`config.mk`:
```
export PLATFORM = sky130hd
export DESIGN_NAME = aes_byte_stream_io
export DESIGN_NICKNAME = d
export VERILOG_FILES = /design/src/rtl/aes_byte_stream_io.sv
export SDC_FILE = /design/constraint.sdc
export NUM_CORES = 1
export LEC_CHECK = 0
export BUFFER_PORTS_ARGS = -buffer_cell sky130_fd_sc_hd__buf_2
export CORE_MARGIN = 1
export CORE_UTILIZATION = 41
export DETAILED_ROUTE_END_ITERATION = 16
export GPL_TIMING_DRIVEN = 0
export PLACE_DENSITY_LB_ADDON = 0.2
export SLEW_MARGIN = 0
export SYNTH_ARGS = -nofsm -noshare
export SYNTH_HDL_FRONTEND = slang
export SYNTH_SLANG_ARGS = --single-unit
```
`constraint.sdc`:
```
create_clock -name clk -period 3.6 [get_ports clk]
set_input_delay 0.72 -clock clk [delete_from_list [all_inputs] [get_ports clk]]
set_output_delay 0.72 -clock clk [all_outputs]
set_load 0.01 [all_outputs]
```
`src/rtl/aes_byte_stream_io.sv`:
```
// Byte-serial load/unload wrapper around a combinational AES-128 encrypt core.
// Optional AES_KEY_RETAIN_EN keeps the loaded key across blocks.
module aes_byte_stream_io #(
  parameter int unsigned CORE_LAT = 2
) (
  input  logic         clk,
  input  logic         rst_n,
  input  logic [7:0]   in_byte,
  input  logic         in_valid,
  input  logic         in_sel,
  output logic [127:0] pt_out,
  output logic [127:0] key_out,
  input  logic [127:0] ct_in,
  output logic [7:0]   out_byte,
  output logic         out_valid,
  input  logic         out_ready,
  output logic         busy,
  output logic         done
);

  typedef enum logic [1:0] {StLoad, StWait, StShift} state_e;

  localparam logic [3:0] WaitLast = 4'(CORE_LAT - 1);

  state_e       state_q;
  logic [4:0]   pt_cnt_q;
  logic [4:0]   key_cnt_q;
  logic [3:0]   wait_cnt_q;
  logic [3:0]   out_cnt_q;
  logic [127:0] shift_q;

  assign out_byte = shift_q[127:120];

  always_ff @(posedge clk) begin
    if (!rst_n) begin
      state_q    <= StLoad;
      pt_out     <= '0;
      key_out    <= '0;
      pt_cnt_q   <= '0;
      key_cnt_q  <= '0;
      wait_cnt_q <= '0;
      out_cnt_q  <= '0;
      shift_q    <= '0;
      out_valid  <= 1'b0;
      busy       <= 1'b0;
      done       <= 1'b0;
    end else begin
      done <= 1'b0;
      unique case (state_q)
        StLoad: begin
          // Exit takes priority, so a byte arriving on the exit cycle is dropped.
          if (pt_cnt_q == 5'd16 && key_cnt_q == 5'd16) begin
            state_q    <= StWait;
            wait_cnt_q <= '0;
            busy       <= 1'b1;
          end else if (in_valid) begin
            if (!in_sel) begin
              if (pt_cnt_q != 5'd16) begin
                pt_out   <= {pt_out[119:0], in_byte};
                pt_cnt_q <= pt_cnt_q + 5'd1;
              end
            end else if (key_cnt_q != 5'd16) begin
              key_out   <= {key_out[119:0], in_byte};
              key_cnt_q <= key_cnt_q + 5'd1;
            end
`ifdef AES_KEY_RETAIN_EN
            else begin
              // A key byte on a retained key starts a fresh key.
              key_out   <= {key_out[119:0], in_byte};
              key_cnt_q <= 5'd1;
            end
`endif
          end
        end
        StWait: begin
          if (wait_cnt_q == WaitLast) begin
            shift_q   <= ct_in;
            out_valid <= 1'b1;
            state_q   <= StShift;
          end else begin
            wait_cnt_q <= wait_cnt_q + 4'd1;
          end
        end
        StShift: begin
          if (out_valid && out_ready) begin
            shift_q   <= shift_q << 8;
            out_cnt_q <= out_cnt_q + 4'd1;
            if (out_cnt_q == 4'd15) begin
              out_valid <= 1'b0;
              done      <= 1'b1;
              busy      <= 1'b0;
              pt_cnt_q  <= '0;
`ifndef AES_KEY_RETAIN_EN
              key_cnt_q <= '0;
`endif
              state_q   <= StLoad;
            end
          end
        end
        default: state_q <= StLoad;
      endcase
    end
  end

endmodule
```
* After elaboration in Yosys (flattened, before gate mapping)
Index checks and enable logic that the tools add are counted.
** Word-level totals
- Register bits :: 407
- Input bits :: 141
- Output and inout port bits :: 267
- Logic and storage cells :: 83
** Cells by class
- Add/sub/neg operators :: 4
- Equal/unequal tests :: 19
- Mux-type cells :: 30
- Bitwise logic cells :: 2
- Reduce and logical (&&, ||, !) cells :: 17
** Operators by type and width (number)
- 128-bit 2-to-1 mux :: 2
- 128-bit one-hot mux with 2 select lines :: 1
- 5-bit 2-to-1 mux :: 10
- 2-bit != test, second input constant :: 11
- 5-bit one-hot mux with 2 select lines :: 2
- 7-bit AND reduction :: 2
- 4-bit AND reduction :: 3
- 5-bit by 1-bit adder with 5-bit output, second input constant :: 2
- 5-bit equality test, second input constant :: 2
- 5-bit != test, second input constant :: 2
- 5-bit AND reduction :: 2
- 3-bit AND reduction :: 3
- 4-bit by 1-bit adder with 4-bit output, second input constant :: 2
- 2-bit 2-to-1 mux :: 4
- 4-bit 2-to-1 mux :: 2
- 4-bit one-hot mux with 2 select lines :: 1
- 2-bit one-hot mux with 3 select lines :: 1
- 2-bit nonzero test :: 3
- 1-bit 2-to-1 mux :: 5
- 4-bit by 1-bit equality test with 1-bit output, second input constant :: 1
- 4-bit equality test, second input constant :: 1
- 1-bit one-hot mux with 2 select lines :: 2
- 2-bit by 1-bit equality test with 1-bit output, second input constant :: 1
- 2-bit equality test, second input constant :: 1
- other kinds (4) :: 6

* Depth between registers and ports, before layout
Gate-level depths: netlist of run 1.
- Depth in word-level cells :: 6
- Depth in mapped cells :: 8
- Depth with buffers taken out :: 5

* Worst setup path before layout of run 1
Ideal clock, no wire load.
- Path kind :: in2reg
- Start point :: input port in_sel
- End point :: register pt_cnt_q[3]
- Setup time :: 0.072 ns
- Data arrival time :: 1.903 ns
- Required time :: 3.528 ns
- Setup slack :: 1.625 ns
- Stages on the path :: 5
- Buffers on the path :: 2
- Path through :: or4b_4 -> buf_6 -> buf_6 -> or3_1 -> a21oi_1
** Between the ends
- Cells in the longest elaborated chain, start to end :: 2
** Ends and longest elaborated chain
- start: declaration :: line 10 : input logic in_sel,
- 2-bit != test (no source line)
- 7-bit AND reduction (no source line)
- end signal: assignment :: line 60 : pt_cnt_q <= pt_cnt_q + 5'd1;
- end: declaration :: line 26 : logic [4:0] pt_cnt_q;
Every way passes these cells.
A chain may end at the register's enable or synchronous reset.

* Worst setup path after layout of run 1
- Start point :: register wait_cnt_q[0]
- End point :: register shift_q[106]
** Between the ends
- Cells in the longest elaborated chain, start to end :: 3
** Ends and longest elaborated chain
- start: declaration :: line 28 : logic [3:0] wait_cnt_q;
- start signal: assignment :: line 81 : wait_cnt_q <= wait_cnt_q + 4'd1;
- 4-bit by 1-bit equality test with 1-bit output :: line 76 : if (wait_cnt_q == WaitLast) begin
- 2-bit != test (no source line)
- 3-bit AND reduction (no source line)
- end signal: assignment :: line 77 : shift_q <= ct_in;
- end signal: assignment :: line 86 : shift_q <= shift_q << 8;
- end: declaration :: line 30 : logic [127:0] shift_q;
Every way passes these cells.

==> impl_metrics.env, run 1 <==
export IMPL_status="completed"
export IMPL_drt_wl_total_um=57520
export IMPL_critical_path_class="register to register"
export IMPL_relSlewSlack=0.2661
export IMPL_p_per_area_nw_per_um2=456.2
export IMPL_fin_crit_ns=2.871
export IMPL_reg2reg_depth=6
export IMPL_clkLatencyLatePin_ns=0.58
export IMPL_cts_hold_buf=0
export IMPL_synth_edf_count=0
export IMPL_critPathArrivalTime_ns=3.34
export IMPL_clock_sinks=407
export IMPL_synthArstFlopShare=0
export IMPL_hp_class="input port to register"
export IMPL_postCtsSetupRepairBufs=0
export IMPL_intPower_uw=7458
export IMPL_hold_slack_ns=0.4034
export IMPL_grt_use_total=0.2665
export IMPL_yosysSeqAreaShare=0.4821
export IMPL_p_sw_uw=2175
export IMPL_rows=74
export IMPL_hold_viol=0
export IMPL_finalMaxSlewViolations=0
export IMPL_clock_power_share=0.487
export IMPL_crit_path_max_fanout=10
export IMPL_power_frac_comb=0.043
export IMPL_tns_ns=0
export IMPL_synth_fp_nets=2059
export IMPL_seq_power_share=0.471
export IMPL_grtUsageMet3=0.06411
export IMPL_syn_area_um2=16900
export IMPL_io_buffers=406
export IMPL_yosys_cell_types_count=44
export IMPL_grt_antenna_before_repair=9
export IMPL_cp_start_kind="register"
export IMPL_die_area_um2=42040
export IMPL_drt_iter0_drc=1061
export IMPL_synthCells=1911
export IMPL_ant_nets=0
export IMPL_vias=16930
export IMPL_gr_total_overflow=0
export IMPL_use_met2=0.4108
export IMPL_root_buffer="clkbuf_16"
export IMPL_die_h_um=205.0
export IMPL_start_util=0.4149
export IMPL_clock_skew_ns=0.01637
export IMPL_rsz0062_at_grt="no"
export IMPL_ys_ff_latch=407
export IMPL_cts_resized=0
export IMPL_max_freq_mhz=348.3
export IMPL_fp_dieW_um=205.0
export IMPL_cts_buffers=46
export IMPL_drt_pass1_iter_count=8
export IMPL_grt_max_degree=13
export IMPL_yosys_warnings=0
export IMPL_cp_end_kind="register"
export IMPL_synth_ff_type="dfxtp_1"
export IMPL_multi_input_area_um2=7677
export IMPL_setup_violations_final=0
export IMPL_grt_pass1_wl_um=89690
export IMPL_cts_max_path_buffers=3
export IMPL_wire_per_inst_um=19.61
export IMPL_dp_hpwl_um=41450
export IMPL_nets=2513
export IMPL_swShare=0.2258
export IMPL_post_route_util=0.5183
export IMPL_grt_pass1_vias=16320
export IMPL_clkTransAtPathRegs_ns=0.06
export IMPL_ios=408
export IMPL_worstPathRequired_ns=4.07
export IMPL_synthToLayoutAreaGrowth_pct=24.93
export IMPL_grt_busiest_layer="met2"
export IMPL_drive_gt1_frac=0.2289
export IMPL_maxCapViolCount=0
export IMPL_grtUsageMet1=0.3569
export IMPL_coreArea_um2=40740
export IMPL_htreeDepth=2
export IMPL_seqCellArea_um2=8148
export IMPL_postSynthAreaPerCell_um2=8.844
export IMPL_vdd_ir_drop_worst_mv=0.3169
export IMPL_fillers=3941
export IMPL_gp_congestion=0.8594
export IMPL_period_share=0.7974
export IMPL_worst_slew_pin_slew_ns=1.099
export IMPL_via_per_inst=5.771
export IMPL_leakage_uw=0.008688
export IMPL_cts_tree="done"
export IMPL_drc_errors=0
export IMPL_hold_depth=3
stage by stage:
step	cells	setup slack [ns]	instance area, um2	total power [uW]
6_report	2933	0.7293	21120	9633
5_1_grt	2932	0.6139	21110	9923
4_1_cts	2926	0.7669	21100	9701
3_5_place_dp	2849	0.6940	19600	5038
3_3_place_gp	2849	0.7552	19600	5034
2_1_floorplan	1911	1.625	16900	4839
state kept, by name, summed over array words and instances (netlist names):
register,cells
busy,1
out_cnt_q,4
key_out,128
key_cnt_q,5
pt_cnt_q,5
done,1
out_valid,1
state_q,2
shift_q,128
wait_cnt_q,4
pt_out,128
cells in the final DEF, fill, tap and decap left out, types with 2 or more instances in the layout:
master      instances
o21ai_0           267
o221ai_1            4
nand4b_1            2
clkinvlp_4          2
o22ai_1             3
nand2b_1            2
clkbuf_16          49
o31ai_1             2
inv_1               8
mux2i_1           121
bufinv_16           2
buf_4               9
a31oi_1             3
ha_1                7
a211oi_1          240
buf_6               3
buf_1               6
a21oi_1           275
clkbuf_1          178
o211ai_1            8
or4_1               4
nor4bb_1            2
nand4bb_1           3
buf_2             462
nor2b_1             2
diode_2             7
nand2_1             5
nor2_1              2
clkinv_2            6
clkbuf_8           10
nand3_1           277
or3_1               6
dfxtp_1           407
power groups by stage:
stage / Sequential, uW / Clock, uW / Combinational, uW
finish: 4540 / 4690 / 410
global route: 4540 / 4940 / 449
CTS: 4540 / 4760 / 407
detailed placement: 4630 / 0 / 403
global placement: 4630 / 0 / 401
floorplan: 4640 / 0 / 204
cell usage after synthesis, types with 5 or more instances:
master	count	area, um2
buf_4	9	67.56
mux2i_1	121	1211
ha_1	7	87.58
inv_1	8	30.03
a211oi_1	240	1802
buf_2	56	280.3
nand2_1	5	18.77
or3_1	6	37.54
o21ai_0	267	1336
nand3_1	277	1386
dfxtp_1	407	8148
o211ai_1	8	60.06
buf_1	6	22.52
a21oi_1	275	1376
clkbuf_1	170	638.1
worst max-delay path, stage by stage, from the launching register on:
cell	delay [ns]
dfxtp_1	0.40
ha_1	0.20
nor3b_1	0.89
buf_2	0.41
clkbuf_1	0.42
a211oi_1	0.17
a211oi_1	0.27
layer usage:
| layer | part of all wire | up-vias |
|---|---|---|
| met5 | 0.00040 | - |
| met4 | 0.032 | 4 |
| li1 | - | 8048 |
| met3 | 0.073 | 113 |
| met2 | 0.45 | 563 |
| met1 | 0.44 | 8199 |
area by class of cell:
type                            instances  share of cell area
Antenna cell                            7           0.0008296
Buffer                                244             0.04936
Clock buffer                           67             0.06601
Clock inverter                         10            0.004977
Inverter                                9            0.001600
Multi-Input combinational cell       1251              0.3636
Sequential cell                       407              0.3859
Tap cell                              532             0.03152
Timing Repair Buffer                  406             0.09623
path summary, 6_finish.rpt:
path | from | endpoint | slack, ns
max | wait_cnt_q[0]$_SDFFE_PN0P_ | shift_q[106]$_SDFFE_PN0P_ | 0.73
min | ct_in[2] | shift_q[2]$_SDFFE_PN0P_ | 0.40
max reg2reg | wait_cnt_q[0]$_SDFFE_PN0P_ | shift_q[106]$_SDFFE_PN0P_ | 0.73
min reg2reg | pt_out[122]$_SDFFE_PN0P_ | pt_out[122]$_SDFFE_PN0P_ | 0.47
logic make-up after synthesis:
kind of cell / Yosys count / share of synthesized area
adders and majority gates: 7 / 0.005182
muxes: 121 / 0.07166
AOI/OAI and AO/OA: 807 / 0.2781
and+or+nand+nor: 315 / 0.09876
xor gates and xnor gates: 1 / 0.0005183
DFF: 407 / 0.4821
buffers and inverters: 253 / 0.06367
Note: power is estimated with default switching activity, not from simulation.
==> run 2: changes to the inputs <==
==> constraint.sdc (replaced) <==
create_clock -name clk -period 2.4 [get_ports clk]
set_input_delay 0.48 -clock clk [delete_from_list [all_inputs] [get_ports clk]]
set_output_delay 0.48 -clock clk [all_outputs]
set_load 0.01 [all_outputs]
==> run 2 against run 1 <==
Net effect:
- clock power increased by 50%
- first-iteration DRC count increased by 6.3%
- non-clock buffer count decreased by 1
- combinational power increased by 51%
- via count about the same
- sequential power increased by 50%
- final cell count about the same
- die area unchanged
- critical path depth unchanged
- core utilization increased by 0.16 points
- sequential cell count unchanged
- total power increased by 50%
- critical path type unchanged
- critical endpoint unchanged
- largest cell class unchanged
- largest power group unchanged
==> impl_metrics.env, run 2 (synthesis results as in run 1) <==
export IMPL_grt_pass1_vias=16330
export IMPL_cp_end_kind="register"
export IMPL_leakage_uw=0.008787
export IMPL_placed_area_um2=19600
export IMPL_synthToLayoutAreaGrowth_pct=25.33
export IMPL_drt_iter0_drc=1128
export IMPL_grt_busiest_layer="met2"
export IMPL_rows=74
export IMPL_gp_congestion=0.8594
export IMPL_maxCapViolCount=0
export IMPL_cts_buffers=46
export IMPL_worst_slew_pin_slew_ns=0.7807
export IMPL_fp_dieW_um=205.0
export IMPL_hold_viol=0
export IMPL_grtUsageMet3=0.06411
export IMPL_cp_start_kind="register"
export IMPL_hold_slack_ns=0.1600
export IMPL_power_frac_comb=0.043
export IMPL_start_util=0.4149
export IMPL_relSlewSlack=0.4727
export IMPL_cts_max_path_buffers=3
export IMPL_max_freq_mhz=439.2
export IMPL_postLayoutCellArea_um2=21180
export IMPL_die_h_um=205.0
export IMPL_drc_errors=0
export IMPL_drt_wl_total_um=57490
export IMPL_final_cell_mix="buf_2 (462), dfxtp_1 (407), nand3_1 (277), a21oi_1 (275), o21ai_0 (267)"
export IMPL_drt_pass1_iter_count=6
export IMPL_clock_power_share=0.487
export IMPL_via_per_inst=5.772
export IMPL_io_buffers=406
export IMPL_cts_tree="done"
export IMPL_postCtsSetupRepairBufs=0
export IMPL_rsz0062_at_grt="yes"
export IMPL_drive_gt1_frac=0.2440
export IMPL_crit_path_max_fanout=10
export IMPL_worstPathRequired_ns=2.86
export IMPL_nets=2512
export IMPL_root_buffer="clkbuf_16"
export IMPL_layout_commonest_cell="buf_2"
export IMPL_p_sw_uw=3265
export IMPL_startpoint="state_q[0]$_SDFFE_PN0P_"
export IMPL_critPathArrivalTime_ns=2.74
export IMPL_clock_sinks=407
export IMPL_grt_use_total=0.2666
export IMPL_grtUsageMet1=0.3569
export IMPL_critical_path_class="register to register"
export IMPL_min_from="ct_in[2]"
export IMPL_dp_hpwl_um=41450
export IMPL_setup_violations_final=0
export IMPL_clkLatencyLatePin_ns=0.58
export IMPL_period_share=0.9487
export IMPL_grt_max_degree=13
export IMPL_vias=16940
export IMPL_grt_antenna_before_repair=9
export IMPL_coreArea_um2=40740
export IMPL_finalMaxSlewViolations=0
export IMPL_status="completed"
export IMPL_p_per_area_nw_per_um2=682.3
export IMPL_worst_r2r_startpoint="state_q[0]$_SDFFE_PN0P_"
export IMPL_fin_crit_ns=2.277
export IMPL_ant_nets=0
export IMPL_htreeDepth=2
export IMPL_hp_class="input port to register"
export IMPL_intPower_uw=11190
export IMPL_clkTransAtPathRegs_ns=0.06
export IMPL_ios=408
export IMPL_reg_largest_list="key_out: 128 flops, pt_out: 128 flops, shift_q: 128 flops"
export IMPL_vdd_ir_drop_worst_mv=0.4744
export IMPL_use_met2=0.4113
export IMPL_seq_power_share=0.471
export IMPL_wire_per_inst_um=19.59
export IMPL_die_area_um2=42040
export IMPL_gr_total_overflow=0
export IMPL_clock_skew_ns=0.01600
export IMPL_grt_pass1_wl_um=89750
export IMPL_swShare=0.2259
-- run 2: final cells by class --
| class | count | area (um2) |
|---|---|---|
| Antenna cell | 9 | 22.52 |
| Clock inverter | 10 | 105.1 |
| Buffer | 243 | 1082 |
| Tap cell | 532 | 665.6 |
| Timing Repair Buffer | 406 | 2032 |
| Sequential cell | 407 | 8148 |
| Inverter | 9 | 33.78 |
| Clock buffer | 67 | 1394 |
| Fill cell | 3940 | 19560 |
| Multi-Input combinational cell | 1251 | 7699 |
-- run 2: critical path: stages, from the launching register on --
cell	delay [ns]
dfxtp_1	0.32
buf_2	0.24
nor2b_1	0.35
clkbuf_2	0.34
clkbuf_1	0.44
a211oi_1	0.17
a211oi_1	0.29
-- run 2: path summary, 6_finish.rpt --
kind | endpoint | slack [ns] | cells after the start
max | shift_q[106]$_SDFFE_PN0P_ | 0.12 | 6
max reg2reg | shift_q[106]$_SDFFE_PN0P_ | 0.12 | 6
min | shift_q[2]$_SDFFE_PN0P_ | 0.16 | 3
min reg2reg | pt_out[122]$_SDFFE_PN0P_ | 0.47 | 2
-- run 2: layer usage --
metal,wire (um),up-vias
met3,4106,109
met2,25970,580
met4,1841,4
met1,25550,8184
met5,23,-
li1,-,8058
-- run 2: power by group through the flow --
stage	Clock, uW	Combinational [uW]	Sequential, uW
6_report	7030	618	6800
5_1_grt	7410	674	6800
4_1_cts	7140	611	6800
3_5_place_dp	0	605	6950
3_3_place_gp	0	601	6950
2_1_floorplan	0	306	6950
-- run 2: stage by stage --
stage	std cells	setup slack [ns]	TNS [ns]	total power (uW)	util
5_1_grt	2931	-0.02634	-0.1480	14890	0.5197
2_1_floorplan	1911	0.5712	0	7258	-
3_5_place_dp	2849	-0.3656	-42.59	7557	0.4811
6_report	2934	0.1231	0	14450	0.5199
3_3_place_gp	2849	-0.3056	-34.59	7552	0.4811
4_1_cts	2926	0.01482	0	14550	0.5184
-- run 2: what timing repair did --
action / in CTS / in global routing
gates resized for setup: 5 / 64
pin swaps: 0 / 0
setup endpoints to repair: 266 / 279
hold buffers: 0 / 0
==> run 3: changes to the inputs <==
--- a/config.mk
+++ b/config.mk
@@ -8,10 +8,11 @@
 export BUFFER_PORTS_ARGS = -buffer_cell sky130_fd_sc_hd__buf_2
 export CORE_MARGIN = 1
 export CORE_UTILIZATION = 41
+export CTS_BUF_LIST = sky130_fd_sc_hd__clkbuf_16
 export DETAILED_ROUTE_END_ITERATION = 16
 export GPL_TIMING_DRIVEN = 0
 export PLACE_DENSITY_LB_ADDON = 0.2
-export SLEW_MARGIN = 0
+export SLEW_MARGIN = 25
 export SYNTH_ARGS = -nofsm -noshare
 export SYNTH_HDL_FRONTEND = slang
 export SYNTH_SLANG_ARGS = --single-unit
==> run 3 against run 2 <==
Net effect:
- largest power group is now sequential cells
- first-iteration DRC count is essentially flat
- hold slack better by 0.0014 ns
- final cell count is the same
- highest routed layer unchanged
==> impl_metrics.env, run 3 (synthesis results as in run 1) <==
export IMPL_status="completed"
export IMPL_vias=16870
export IMPL_grt_use_total=0.2664
export IMPL_worst_r2r_startpoint="pt_cnt_q[0]$_SDFFE_PN0P_"
export IMPL_finalMaxSlewViolations=0
export IMPL_clkTransAtPathRegs_ns=0.06
export IMPL_max_freq_mhz=440.8
export IMPL_die_area_um2=42040
export IMPL_start_util=0.4149
export IMPL_dp_slack_ns=-0.3656
export IMPL_cts_buffers=46
export IMPL_drt_pass1_iter_count=5
export IMPL_dp_hpwl_um=41450
export IMPL_crit_path_max_incr_delay_ns=0.40
export IMPL_fin_crit_ns=2.269
export IMPL_relSlewSlack=0.4628
export IMPL_htreeDepth=2
export IMPL_io_buffers=406
export IMPL_layout_commonest_cell="buf_2"
export IMPL_endpoint="pt_out[45]$_SDFFE_PN0P_"
export IMPL_cp_slowest_cell="dfxtp_1"
export IMPL_root_buffer="clkbuf_16"
export IMPL_grt_max_degree=13
export IMPL_cts_tree="done"
export IMPL_startpoint="pt_cnt_q[0]$_SDFFE_PN0P_"
export IMPL_drt_wl_total_um=57480
export IMPL_cp_end_kind="register"
export IMPL_maxCapViolCount=0
export IMPL_p_per_area_nw_per_um2=667.8
export IMPL_clock_skew_ns=0.01293
export IMPL_ant_nets=0
export IMPL_r2r_slack_ns=0.13
export IMPL_drt_iter0_drc=1127
export IMPL_regToRegEndpoint="pt_out[45]$_SDFFE_PN0P_"
export IMPL_coreArea_um2=40740
export IMPL_crit_chain="inv_1 > ha_1 > nand4bb_1 > clkbuf_1 > clkbuf_2 > buf_1 > nand3_1 > a21oi_1"
export IMPL_grt_pass1_wl_um=89620
export IMPL_grt_antenna_before_repair=9
export IMPL_nets=2512
export IMPL_vdd_ir_drop_worst_mv=0.4737
export IMPL_reg_largest_list="key_out: 128 flops, pt_out: 128 flops, shift_q: 128 flops"
export IMPL_gr_total_overflow=0
export IMPL_cts_max_path_buffers=3
export IMPL_rsz0062_at_grt="yes"
export IMPL_critPathArrivalTime_ns=2.77
export IMPL_hold_viol=0
export IMPL_cp_start_kind="register"
export IMPL_final_cell_mix="buf_2 (462), dfxtp_1 (407), nand3_1 (277), a21oi_1 (275), o21ai_0 (267)"
export IMPL_hold_slack_ns=0.1614
export IMPL_fp_dieW_um=205.0
export IMPL_path_buf_inv=4
export IMPL_ios=408
export IMPL_die_h_um=205.0
export IMPL_synthToLayoutAreaGrowth_pct=24.73
export IMPL_leakage_uw=0.008762
export IMPL_worst_slew_pin_slew_ns=0.7953
export IMPL_crit_path_max_fanout=10
export IMPL_crit_cells=8
export IMPL_clock_sinks=407
export IMPL_crit_family="buffers and inverters"
export IMPL_clkLatencyLatePin_ns=0.57
export IMPL_setup_slack_ns=0.1313
export IMPL_rows=74
export IMPL_period_share=0.9453
export IMPL_wire_per_inst_um=19.59
export IMPL_reg2reg_depth=8
export IMPL_worstPathRequired_ns=2.90
export IMPL_critical_path_class="register to register"
export IMPL_setup_violations_final=0
export IMPL_via_per_inst=5.748
export IMPL_gp_congestion=0.8594
export IMPL_hp_class="input port to register"
export IMPL_grt_pass1_vias=16310
export IMPL_drc_errors=0
export IMPL_drive_gt1_frac=0.2394
-- run 3: cell types whose count changed in the layout (fill, tap and decap cells not counted), sizes merged --
cell | before | now
clkinv | 6 | 16
inv | 9 | 17
buf | 479 | 480
clkbuf | 237 | 218
-- run 3: worst min-delay path: stages --
cell and delay (ns):
buf_2 0.10, nand3_1 0.06, a21oi_1 0.05
-- run 3: repair_timing --
item                                    4_1_cts  5_1_grt
hold buffers                                  0        0
resized for setup                             5       63
pin swaps                                     0        0
setup buffers                                 0        0
gates cloned                                  0        0
endpoints found under the setup margin      265      279
-- run 3: worst min path at each step --
stage / start / end / cells past startpoint
finish: ct_in[2] / shift_q[2]$_SDFFE_PN0P_ / 3
floorplan: out_cnt_q[1]$_SDFFE_PN0P_ / out_cnt_q[1]$_SDFFE_PN0P_ / 2
global placement: key_out[120]$_SDFFE_PN0P_ / key_out[120]$_SDFFE_PN0P_ / 2
CTS: ct_in[1] / shift_q[1]$_SDFFE_PN0P_ / 3
detailed placement: pt_out[122]$_SDFFE_PN0P_ / pt_out[122]$_SDFFE_PN0P_ / 2
global route: ct_in[3] / shift_q[3]$_SDFFE_PN0P_ / 3
-- run 3: area by class of cell --
| cell class | count | area, um2 |
|---|---|---|
| multi-input cells | 1251 | 7699 |
| clock buffers | 49 | 1226 |
| repair buffers | 406 | 2032 |
| diodes | 9 | 22.52 |
| inverters | 9 | 33.78 |
| flip-flops and latches | 407 | 8148 |
| well taps | 532 | 665.6 |
| plain buffers | 243 | 1081 |
| fillers | 3953 | 19660 |
| clock inverters | 28 | 172.7 |
-- run 3: report_power, final --
group	total, uW	switching (uW)	internal, uW
registers	6800	23.6	6780
clock network	6660	2810	3850
logic	616	416	201
total	14100	3250	10800
-- run 3: routing by layer --
layer  part of all wire  GRT usage  vias up
met5            0.00040          0        -
met4              0.032     0.1045        4
met2               0.45     0.4114      531
met3              0.070    0.06395      105
met1               0.45     0.3565     8173
li1                   -          -     8052
-- run 3: stage by stage --
| step | util | total power [uW] | area, um2 | setup TNS, ns | cells |
|---|---|---|---|---|---|
| 6_report | 0.5174 | 14080 | 21080 | 0 | 2934 |
| 3_5_place_dp | 0.4811 | 7557 | 19600 | -42.59 | 2849 |
| 3_3_place_gp | 0.4811 | 7552 | 19600 | -34.59 | 2849 |
| 5_1_grt | 0.5173 | 14520 | 21070 | -0.2864 | 2931 |
| 4_1_cts | 0.5159 | 14180 | 21020 | 0 | 2926 |
| 2_1_floorplan | - | 7258 | 16900 | 0 | 1911 |
